--- src/rtl/multicycle_control.sv ---
// Purpose : main control FSM of the multicycle MIPS datapath (fetch/decode/execute/mem/write-back).
// Latency : lw 5, sw 4, R-type 4, beq 3, j 3 cycles from FETCH entry to instr_done, plus stall cycles.
// Backpressure: mem_ready low holds FETCH, MEMRD and MEMWR with outputs frozen; no writes repeat.
//
// Ports: clk/rst_n (async active-low); opcode = IR[31:26]; mem_ready = memory completes this cycle.
//        Datapath enables/selects, ALUoperation class for the ALU control decoder, instr_done retire
//        pulse, sticky illegal_op, and the state encoding for debug.
// Build option: MC_JUMP_EN enables the j instruction (opcode 000010); without it j traps.
module multicycle_control (
    input  logic       clk,
    input  logic       rst_n,
    input  logic [5:0] opcode,
    input  logic       mem_ready,
    output logic       PCWrite,
    output logic       PCWriteCond,
    output logic       IorD,
    output logic       MemRead,
    output logic       MemWrite,
    output logic       MemtoReg,
    output logic       IRWrite,
    output logic       RegWrite,
    output logic       RegDst,
    output logic       ALUSrcA,
    output logic [1:0] ALUSrcB,
    output logic [1:0] PCSource,
    output logic [1:0] ALUoperation,
    output logic       instr_done,
    output logic       illegal_op,
    output logic [3:0] state
);

    typedef enum logic [3:0] {
        S_IDLE   = 4'd0,
        S_FETCH  = 4'd1,
        S_DECODE = 4'd2,
        S_MEMADR = 4'd3,
        S_MEMRD  = 4'd4,
        S_MEMWB  = 4'd5,
        S_MEMWR  = 4'd6,
        S_EXEC   = 4'd7,
        S_RWB    = 4'd8,
        S_BEQ    = 4'd9,
        S_JUMP   = 4'd10,
        S_TRAP   = 4'd11
    } state_t;

    localparam logic [5:0] OP_RTYPE = 6'b000000;
    localparam logic [5:0] OP_LW    = 6'b100011;
    localparam logic [5:0] OP_SW    = 6'b101011;
    localparam logic [5:0] OP_BEQ   = 6'b000100;
`ifdef MC_JUMP_EN
    localparam logic [5:0] OP_J     = 6'b000010;
`endif

    state_t state_q, state_d;
    logic   illegal_op_q, illegal_op_d;

    // Next-state logic. Unused encodings (and JUMP when jumps are compiled out) recover to IDLE.
    always_comb begin
        state_d = S_IDLE;
        case (state_q)
            S_IDLE:   state_d = S_FETCH;
            S_FETCH:  state_d = mem_ready ? S_DECODE : S_FETCH;
            S_DECODE: begin
                if (opcode == OP_LW || opcode == OP_SW) state_d = S_MEMADR;
                else if (opcode == OP_RTYPE)            state_d = S_EXEC;
                else if (opcode == OP_BEQ)              state_d = S_BEQ;
`ifdef MC_JUMP_EN
                else if (opcode == OP_J)                state_d = S_JUMP;
`endif
                else                                    state_d = S_TRAP;
            end
            S_MEMADR: state_d = (opcode == OP_LW) ? S_MEMRD : S_MEMWR;
            S_MEMRD:  state_d = mem_ready ? S_MEMWB : S_MEMRD;
            S_MEMWB:  state_d = S_FETCH;
            S_MEMWR:  state_d = mem_ready ? S_FETCH : S_MEMWR;
            S_EXEC:   state_d = S_RWB;
            S_RWB:    state_d = S_FETCH;
            S_BEQ:    state_d = S_FETCH;
`ifdef MC_JUMP_EN
            S_JUMP:   state_d = S_FETCH;
`endif
            S_TRAP:   state_d = S_TRAP;
            default:  state_d = S_IDLE;
        endcase
    end

    // Sticky flag: set on the edge that enters TRAP, so it reads 1 throughout TRAP.
    always_comb begin
        illegal_op_d = illegal_op_q | (state_d == S_TRAP);
    end

    always_ff @(posedge clk or negedge rst_n) begin
        if (!rst_n) begin
            state_q      <= S_IDLE;
            illegal_op_q <= 1'b0;
        end else begin
            state_q      <= state_d;
            illegal_op_q <= illegal_op_d;
        end
    end

    // Output decode from the current state. Because state_q resets asynchronously to IDLE,
    // every output drops to 0 as soon as rst_n falls.
    always_comb begin
        PCWrite      = 1'b0;
        PCWriteCond  = 1'b0;
        IorD         = 1'b0;
        MemRead      = 1'b0;
        MemWrite     = 1'b0;
        MemtoReg     = 1'b0;
        IRWrite      = 1'b0;
        RegWrite     = 1'b0;
        RegDst       = 1'b0;
        ALUSrcA      = 1'b0;
        ALUSrcB      = 2'b00;
        PCSource     = 2'b00;
        ALUoperation = 2'b00;
        instr_done   = 1'b0;
        case (state_q)
            S_FETCH: begin
                MemRead = 1'b1;
                ALUSrcB = 2'b01;
                // Only capture IR / advance PC on the cycle memory actually delivers.
                IRWrite = mem_ready;
                PCWrite = mem_ready;
            end
            S_DECODE: ALUSrcB = 2'b11;
            S_MEMADR: begin
                ALUSrcA = 1'b1;
                ALUSrcB = 2'b10;
            end
            S_MEMRD: begin
                MemRead = 1'b1;
                IorD    = 1'b1;
            end
            S_MEMWB: begin
                RegWrite   = 1'b1;
                MemtoReg   = 1'b1;
                instr_done = 1'b1;
            end
            S_MEMWR: begin
                MemWrite   = 1'b1;
                IorD       = 1'b1;
                instr_done = mem_ready;
            end
            S_EXEC: begin
                ALUSrcA      = 1'b1;
                ALUoperation = 2'b10;
            end
            S_RWB: begin
                RegWrite   = 1'b1;
                RegDst     = 1'b1;
                instr_done = 1'b1;
            end
            S_BEQ: begin
                ALUSrcA      = 1'b1;
                ALUoperation = 2'b01;
                PCWriteCond  = 1'b1;
                PCSource     = 2'b01;
                instr_done   = 1'b1;
            end
`ifdef MC_JUMP_EN
            S_JUMP: begin
                PCWrite    = 1'b1;
                PCSource   = 2'b10;
                instr_done = 1'b1;
            end
`endif
            default: ;
        endcase
    end

    assign illegal_op = illegal_op_q;
    assign state      = state_q;

endmodule

--- config.mk ---
export PLATFORM = sky130hd
export DESIGN_NAME = multicycle_control
export DESIGN_NICKNAME = d
export VERILOG_FILES = /design/src/rtl/multicycle_control.sv
export SDC_FILE = /design/constraint.sdc
export NUM_CORES = 1
export LEC_CHECK = 0
export CELL_PAD_IN_SITES_DETAIL_PLACEMENT = 0
export CELL_PAD_IN_SITES_GLOBAL_PLACEMENT = 2
export CORE_ASPECT_RATIO = 1.25
export CORE_MARGIN = 2
export CORE_UTILIZATION = 19
export DETAILED_ROUTE_END_ITERATION = 10
export PLACE_DENSITY = 0.89
export SLEW_MARGIN = 20
export SYNTH_ARGS = -nofsm -noshare
export SYNTH_HDL_FRONTEND = slang
export SYNTH_SLANG_ARGS = --single-unit
--- constraint.sdc ---
create_clock -name clk -period 4.65 [get_ports clk]
set_input_delay 0.93 -clock clk [delete_from_list [all_inputs] [get_ports clk]]
set_output_delay 0.93 -clock clk [all_outputs]
set_load 0.02 [all_outputs]
==> results.sh, run 1 <==
export IMPL_crit_required_ns=3.72
export IMPL_synthCells=66
export IMPL_ys_warn_count=0
export IMPL_fin_cells=124
export IMPL_dp_cells=120
export IMPL_gp_congestion=0.7295
export IMPL_crit_chain="clkdlybuf4s50_1, a21oi_1, o21ai_0, clkdlybuf4s50_1"
export IMPL_path_max_fanout=7
export IMPL_r2r_cells=4
export IMPL_wl_um=1346
export IMPL_min_from="illegal_op"
export IMPL_grt_max_degree=17
export IMPL_gr_total_overflow=0
export IMPL_cap_violations=0
export IMPL_cts_hold_buffers=0
export IMPL_drtAntennaViolNets=0
export IMPL_power_density_mw_per_mm2=654.5
export IMPL_pin_count=31
export IMPL_grt_pass1_wl_um=2166
export IMPL_power_leakage_nw=0.2915
export IMPL_postCtsSetupBuffers=0
export IMPL_slew_viol_final=0
export IMPL_fmax_mhz=303.6
export IMPL_die_area_mm2=0.003056
export IMPL_first_global_vias=491
export IMPL_drc=0
export IMPL_dpl_hpwl_um=1041
export IMPL_finalCriticalPeriod_ns=3.294
export IMPL_critical_path_max_stage_delay_ns=0.62
export IMPL_min_period_over_period=0.7083
export IMPL_syn_nets=75
export IMPL_post_drt_wl_per_cell_um=10.85
export IMPL_ys_types=31
export IMPL_finalSetupViolations=0
export IMPL_status="completed"
export IMPL_rows=20
export IMPL_cts_root_buf="clkbuf_4"
export IMPL_arrival_ns=2.36
export IMPL_syn_area_um2=499.2
export IMPL_use_met2=0.1581
export IMPL_r2r_start="state[0]"
export IMPL_mostFrequentLayoutCells="29 x clkdlybuf4s50_1, 9 x nor2_1, 6 x a21oi_1"
export IMPL_firstDrtPassIters=4
export IMPL_r2r_end="illegal_op"
export IMPL_dp_slack_ns=1.363
export IMPL_crit_buf_inv=2
export IMPL_top_usage_layer="met2"
export IMPL_critPathLaunchType="input pin"
export IMPL_cp_common_cell="clkdlybuf4s50_1"
export IMPL_crit_type="input pin to output pin"
export IMPL_postLayoutCoreUtil=0.3283
export IMPL_grtUsageTotal=0.09380
export IMPL_ys_seq_area_frac=0.2506
export IMPL_start_util=0.2015
export IMPL_cts_tree="yes"
export IMPL_final_hold_viol_count=0
export IMPL_end_kind="output pin"
export IMPL_area_growth_syn_to_layout_pct=62.91
export IMPL_ff2ff_setup_slack_ns=2.84
export IMPL_insertion_delay_ns=0.24
export IMPL_fin_ws_ns=1.356
export IMPL_hold_path_class="register to register"
export IMPL_whs_path_depth=1
export IMPL_hold_path_end="illegal_op"
export IMPL_avgSynthCellArea_um2=7.564
export IMPL_power_uw=532.3
export IMPL_grtUsageMet3=0.02913
export IMPL_cts_made_buffers=3
export IMPL_fin_tns_setup_ns=0
export IMPL_skew_ns=0.002461
export IMPL_cp_slowest_cell="clkdlybuf4s50_1"
export IMPL_grtUsageMet1=0.1090
export IMPL_post_cts_resized=0
export IMPL_slew_headroom=0.6517
export IMPL_cts_path_max_buffers=2
export IMPL_clk_pin_slew_worst_paths_ns=0.04
export IMPL_antenna_cells=0
export IMPL_final_common_cell="clkdlybuf4s50_1"
export IMPL_htree_levels=1
export IMPL_route_vias_total=564
export IMPL_antenna_found_initial=0
export IMPL_clkSinkCount=5
export IMPL_rsz0062_at_grt="false"
export IMPL_first_iter_violations=12
export IMPL_drive_above_1_share=0.09890
export IMPL_worst_pin_slew_ns=0.5224
export IMPL_port_buffers=29
export IMPL_fp_dieW_um=49.85
export IMPL_die_height_um=61.31
export IMPL_fin_nets=101
export IMPL_core_area_mm2=0.002477
export IMPL_peakVddDrop_v=0.0002471
export IMPL_via_per_inst=4.548
export IMPL_crit_family="buffers and inverters"
export IMPL_ys_ff_latch=5
[cell type report]
class	instances	area (µm²)
fillers	276	1664
clock buffers	4	26.28
well taps	33	41.29
flip-flops and latches	5	125.1
repair buffers	29	290.3
multi-input cells	51	322.8
inverters	2	7.507
[worst register-to-register path, stage by stage, from the launching register on]
cell and delay [ns]:
dfrtp_1 0.66, inv_1 0.22, o41ai_1 0.39, o211ai_1 0.17, a41o_1 0.26
[Yosys cell counts]
library cell  count  area share
and3_1            1       0.013
o21ai_0           5       0.050
a21boi_0          1       0.015
o211ai_1          1       0.015
and2_1            1       0.013
a21oi_1           6       0.060
a211oi_1          1       0.015
xnor2_1           1       0.018
nor2_1            9       0.068
a41o_1            1       0.020
nor3_1            1       0.010
dfrtp_1           5        0.25
or3_1             2       0.025
nor3b_1           3       0.045
buf_2             2       0.020
or3b_2            1       0.018
or4_4             1       0.023
nor2b_1           2       0.025
a31o_2            1       0.018
nand2b_1          3       0.038
nor4b_2           1       0.030
nand2_1           2       0.015
inv_1             2       0.015
and3_4            1       0.023
clkbuf_1          3       0.023
o41ai_1           2       0.035
buf_4             3       0.045
conb_1            1      0.0075
nand4b_1          1       0.018
nor3_2            1       0.020
o22ai_1           1       0.013
[state kept, by name, indices dropped and copies added (netlist names)]
| signal | count |
|---|---|
| illegal_op | 1 |
| state | 4 |
[how the worst max path moves through the flow]
stage | from | end | slack [ns] | depth (start not counted)
6_report | mem_ready | instr_done | 1.36 | 4
2_1_floorplan | state[1] | PCSource[0] | 1.95 | 4
3_3_place_gp | mem_ready | instr_done | 1.37 | 4
4_1_cts | mem_ready | instr_done | 1.36 | 4
3_5_place_dp | mem_ready | instr_done | 1.36 | 4
5_1_grt | mem_ready | instr_done | 1.25 | 4
[per-stage QoR]
step | hold WS (ns) | instance area [µm²]
after detailed placement | 0.4568 | 787.0
after global placement | 0.4622 | 787.0
after global routing | 0.4928 | 813.3
after floorplan | 0.5778 | 499.2
after CTS | 0.4786 | 813.3
final | 0.4744 | 813.3
[routing by layer]
layer / up-vias / share of wire
li1: 283 / -
met1: 245 / 0.45
met2: 34 / 0.44
met3: 2 / 0.092
met4: 0 / 0.010
met5: - / 0
[report_power, final]
part	total [mW]	switching [mW]	internal [mW]
combinational	0.365	0.186	0.179
sequential	0.117	0.0560	0.0613
clock	0.0498	0.0174	0.0324
total	0.532	0.259	0.273
[cells by family (layout without fill, tap and decap cells)]
kind of cell,count (synthesis),count (layout),synth area share
simple gates,30,30,0.3809
compound gates,19,19,0.2406
buf+inv,10,35,0.1028
flops,5,5,0.2506
other cells,1,1,0.007512
xor+xnor,1,1,0.01755
Power figures use the tool's default switching activity.
==> run 2: changes to the inputs <==
CORE_UTILIZATION = 18   (was 19)
PLACE_DENSITY = 0.86   (was 0.89)
clock period = 3.2 ns   (was 4.65 ns; I/O delays follow)
==> run 2 against run 1 <==
Against the previous run: design area rose by 0.15%; cell count rose by 0.81%; non-clock buffer count did not move; clock skew fell by 0.0024 ns; clock power rose by 45%; die area rose by 5.2%.
==> results.sh, run 2 (same netlist as run 1, synthesis figures left out) <==
export IMPL_status="completed"
export IMPL_drtAntennaViolNets=0
export IMPL_cts_tree="yes"
export IMPL_crit_buf_inv=2
export IMPL_hold_path_class="register to register"
export IMPL_crit_type="register to output pin"
export IMPL_cp_slowest_cell="dfrtp_1"
export IMPL_route_vias_total=570
export IMPL_first_global_vias=552
export IMPL_finalSetupViolations=0
export IMPL_start_util=0.1881
export IMPL_port_buffers=29
export IMPL_slew_viol_final=0
export IMPL_wl_um=1441
export IMPL_cts_made_buffers=3
export IMPL_pwr_share_comb=0.686
export IMPL_fin_hold_ws_ns=0.4698
export IMPL_gp_congestion=0.6997
export IMPL_peakVddDrop_v=0.0003964
export IMPL_worst_pin_slew_ns=0.5514
export IMPL_drive_above_1_share=0.09890
export IMPL_crit_family="buffers and inverters"
export IMPL_dpl_hpwl_um=1115
export IMPL_power_uw=781.9
export IMPL_antenna_cells=0
export IMPL_rsz0062_at_grt="false"
export IMPL_switching_power_uw=385.3
export IMPL_rows=21
export IMPL_cts_hold_buffers=0
export IMPL_cap_violations=0
export IMPL_cts_root_buf="clkbuf_4"
export IMPL_fin_cells=125
export IMPL_end_kind="output pin"
export IMPL_ff2ff_setup_slack_ns=1.34
export IMPL_area_growth_syn_to_layout_pct=63.16
export IMPL_path_max_fanout=16
export IMPL_post_drt_wl_per_cell_um=11.53
export IMPL_power_leakage_nw=0.2915
export IMPL_finalCriticalPeriod_ns=2.838
export IMPL_final_hold_viol_count=0
export IMPL_power_share_switching=0.4928
export IMPL_clk_pin_slew_worst_paths_ns=0.04
export IMPL_die_area_mm2=0.003213
export IMPL_fin_nets=101
export IMPL_via_per_inst=4.560
export IMPL_grt_max_degree=17
export IMPL_clkPwrFrac=0.092
export IMPL_whs_path_depth=1
export IMPL_cts_path_max_buffers=2
export IMPL_path_depth=5
export IMPL_power_frac_seq=0.222
export IMPL_die_height_um=62.88
export IMPL_grtUsageTotal=0.09038
export IMPL_drc=0
export IMPL_final_common_cell="clkdlybuf4s50_1"
export IMPL_crit_required_ns=2.56
export IMPL_r2r_cells=4
export IMPL_fmax_mhz=352.4
export IMPL_firstDrtPassIters=4
export IMPL_critPathLaunchType="register"
export IMPL_htree_levels=1
export IMPL_antenna_found_initial=0
export IMPL_postLayoutCoreUtil=0.3069
export IMPL_insertion_delay_ns=0.24
export IMPL_fin_tns_setup_ns=0
export IMPL_skew_ns=0.00009009
export IMPL_mostFrequentLayoutCells="29 x clkdlybuf4s50_1, 9 x nor2_1, 6 x a21oi_1"
export IMPL_n_fill_cell=293
export IMPL_dp_cells=121
export IMPL_largest_reg_flops=4
export IMPL_fp_dieW_um=51.11
export IMPL_intPower_uw=396.5
export IMPL_grt_pass1_wl_um=2339
export IMPL_post_cts_resized=0
export IMPL_gr_total_overflow=0
export IMPL_critical_path_max_stage_delay_ns=0.68
export IMPL_slew_headroom=0.6324
export IMPL_crit_chain="inv_1, nor2_1, a21oi_1, o21ai_0, clkdlybuf4s50_1"
export IMPL_power_density_mw_per_mm2=959.9
export IMPL_postCtsSetupBuffers=0
export IMPL_pin_count=31
export IMPL_core_area_mm2=0.002654
export IMPL_min_period_over_period=0.8868
export IMPL_arrival_ns=2.20
export IMPL_first_iter_violations=20
export IMPL_clkSinkCount=5
[run 2: cell counts in the layout (fill, tap and decap cells not counted)]
Identical to the previous run, type by type.
[run 2: worst paths after layout]
check,from,to
max in group asynchronous,rst_n,illegal_op
max,state[0],instr_done
min,illegal_op,illegal_op
max reg2reg,state[0],illegal_op
min in group asynchronous,rst_n,state[0]
min reg2reg,illegal_op,illegal_op
[run 2: layout make-up]
cell class                      count  area (µm²)  share of cell area
Timing Repair Buffer               29       290.3              0.3564
Tap cell                           34       42.54             0.05223
Inverter                            2       7.507            0.009217
Sequential cell                     5       125.1              0.1536
Clock buffer                        4       26.28             0.03226
Multi-Input combinational cell     51       322.8              0.3963
[run 2: worst reg2reg max path, cell delays in order (launching register included)]
cell and delay (ns):
dfrtp_1 0.68, inv_1 0.24, o41ai_1 0.42, o211ai_1 0.16, a41o_1 0.25
[run 2: power by group through the flow]
| stage | Sequential [mW] | Combinational, mW | Clock, mW |
|---|---|---|---|
| floorplan | 0.150 | 0.331 | 0 |
| CTS | 0.173 | 0.540 | 0.0742 |
| finish | 0.174 | 0.536 | 0.0721 |
| global route | 0.182 | 0.571 | 0.0818 |
| detailed placement | 0.174 | 0.539 | 0 |
| global placement | 0.174 | 0.536 | 0 |
[run 2: metal layers]
layer / GRT usage / part of all wire / vias up / wire (µm)
li1: - / - / 285 / -
met4: 0.04054 / 0 / 0 / 0
met5: 0 / 0 / - / 0
met3: 0.01435 / 0.076 / 0 / 110
met1: 0.1080 / 0.47 / 256 / 684
met2: 0.1542 / 0.45 / 29 / 645
[run 2: stage by stage]
step / cell area, µm² / setup slack, ns
CTS: 814.5 / 0.3413
detailed placement: 788.3 / 0.4462
global placement: 788.3 / 0.4955
finish: 814.5 / 0.3622
global route: 814.5 / 0.1924
floorplan: 499.2 / 0.7878
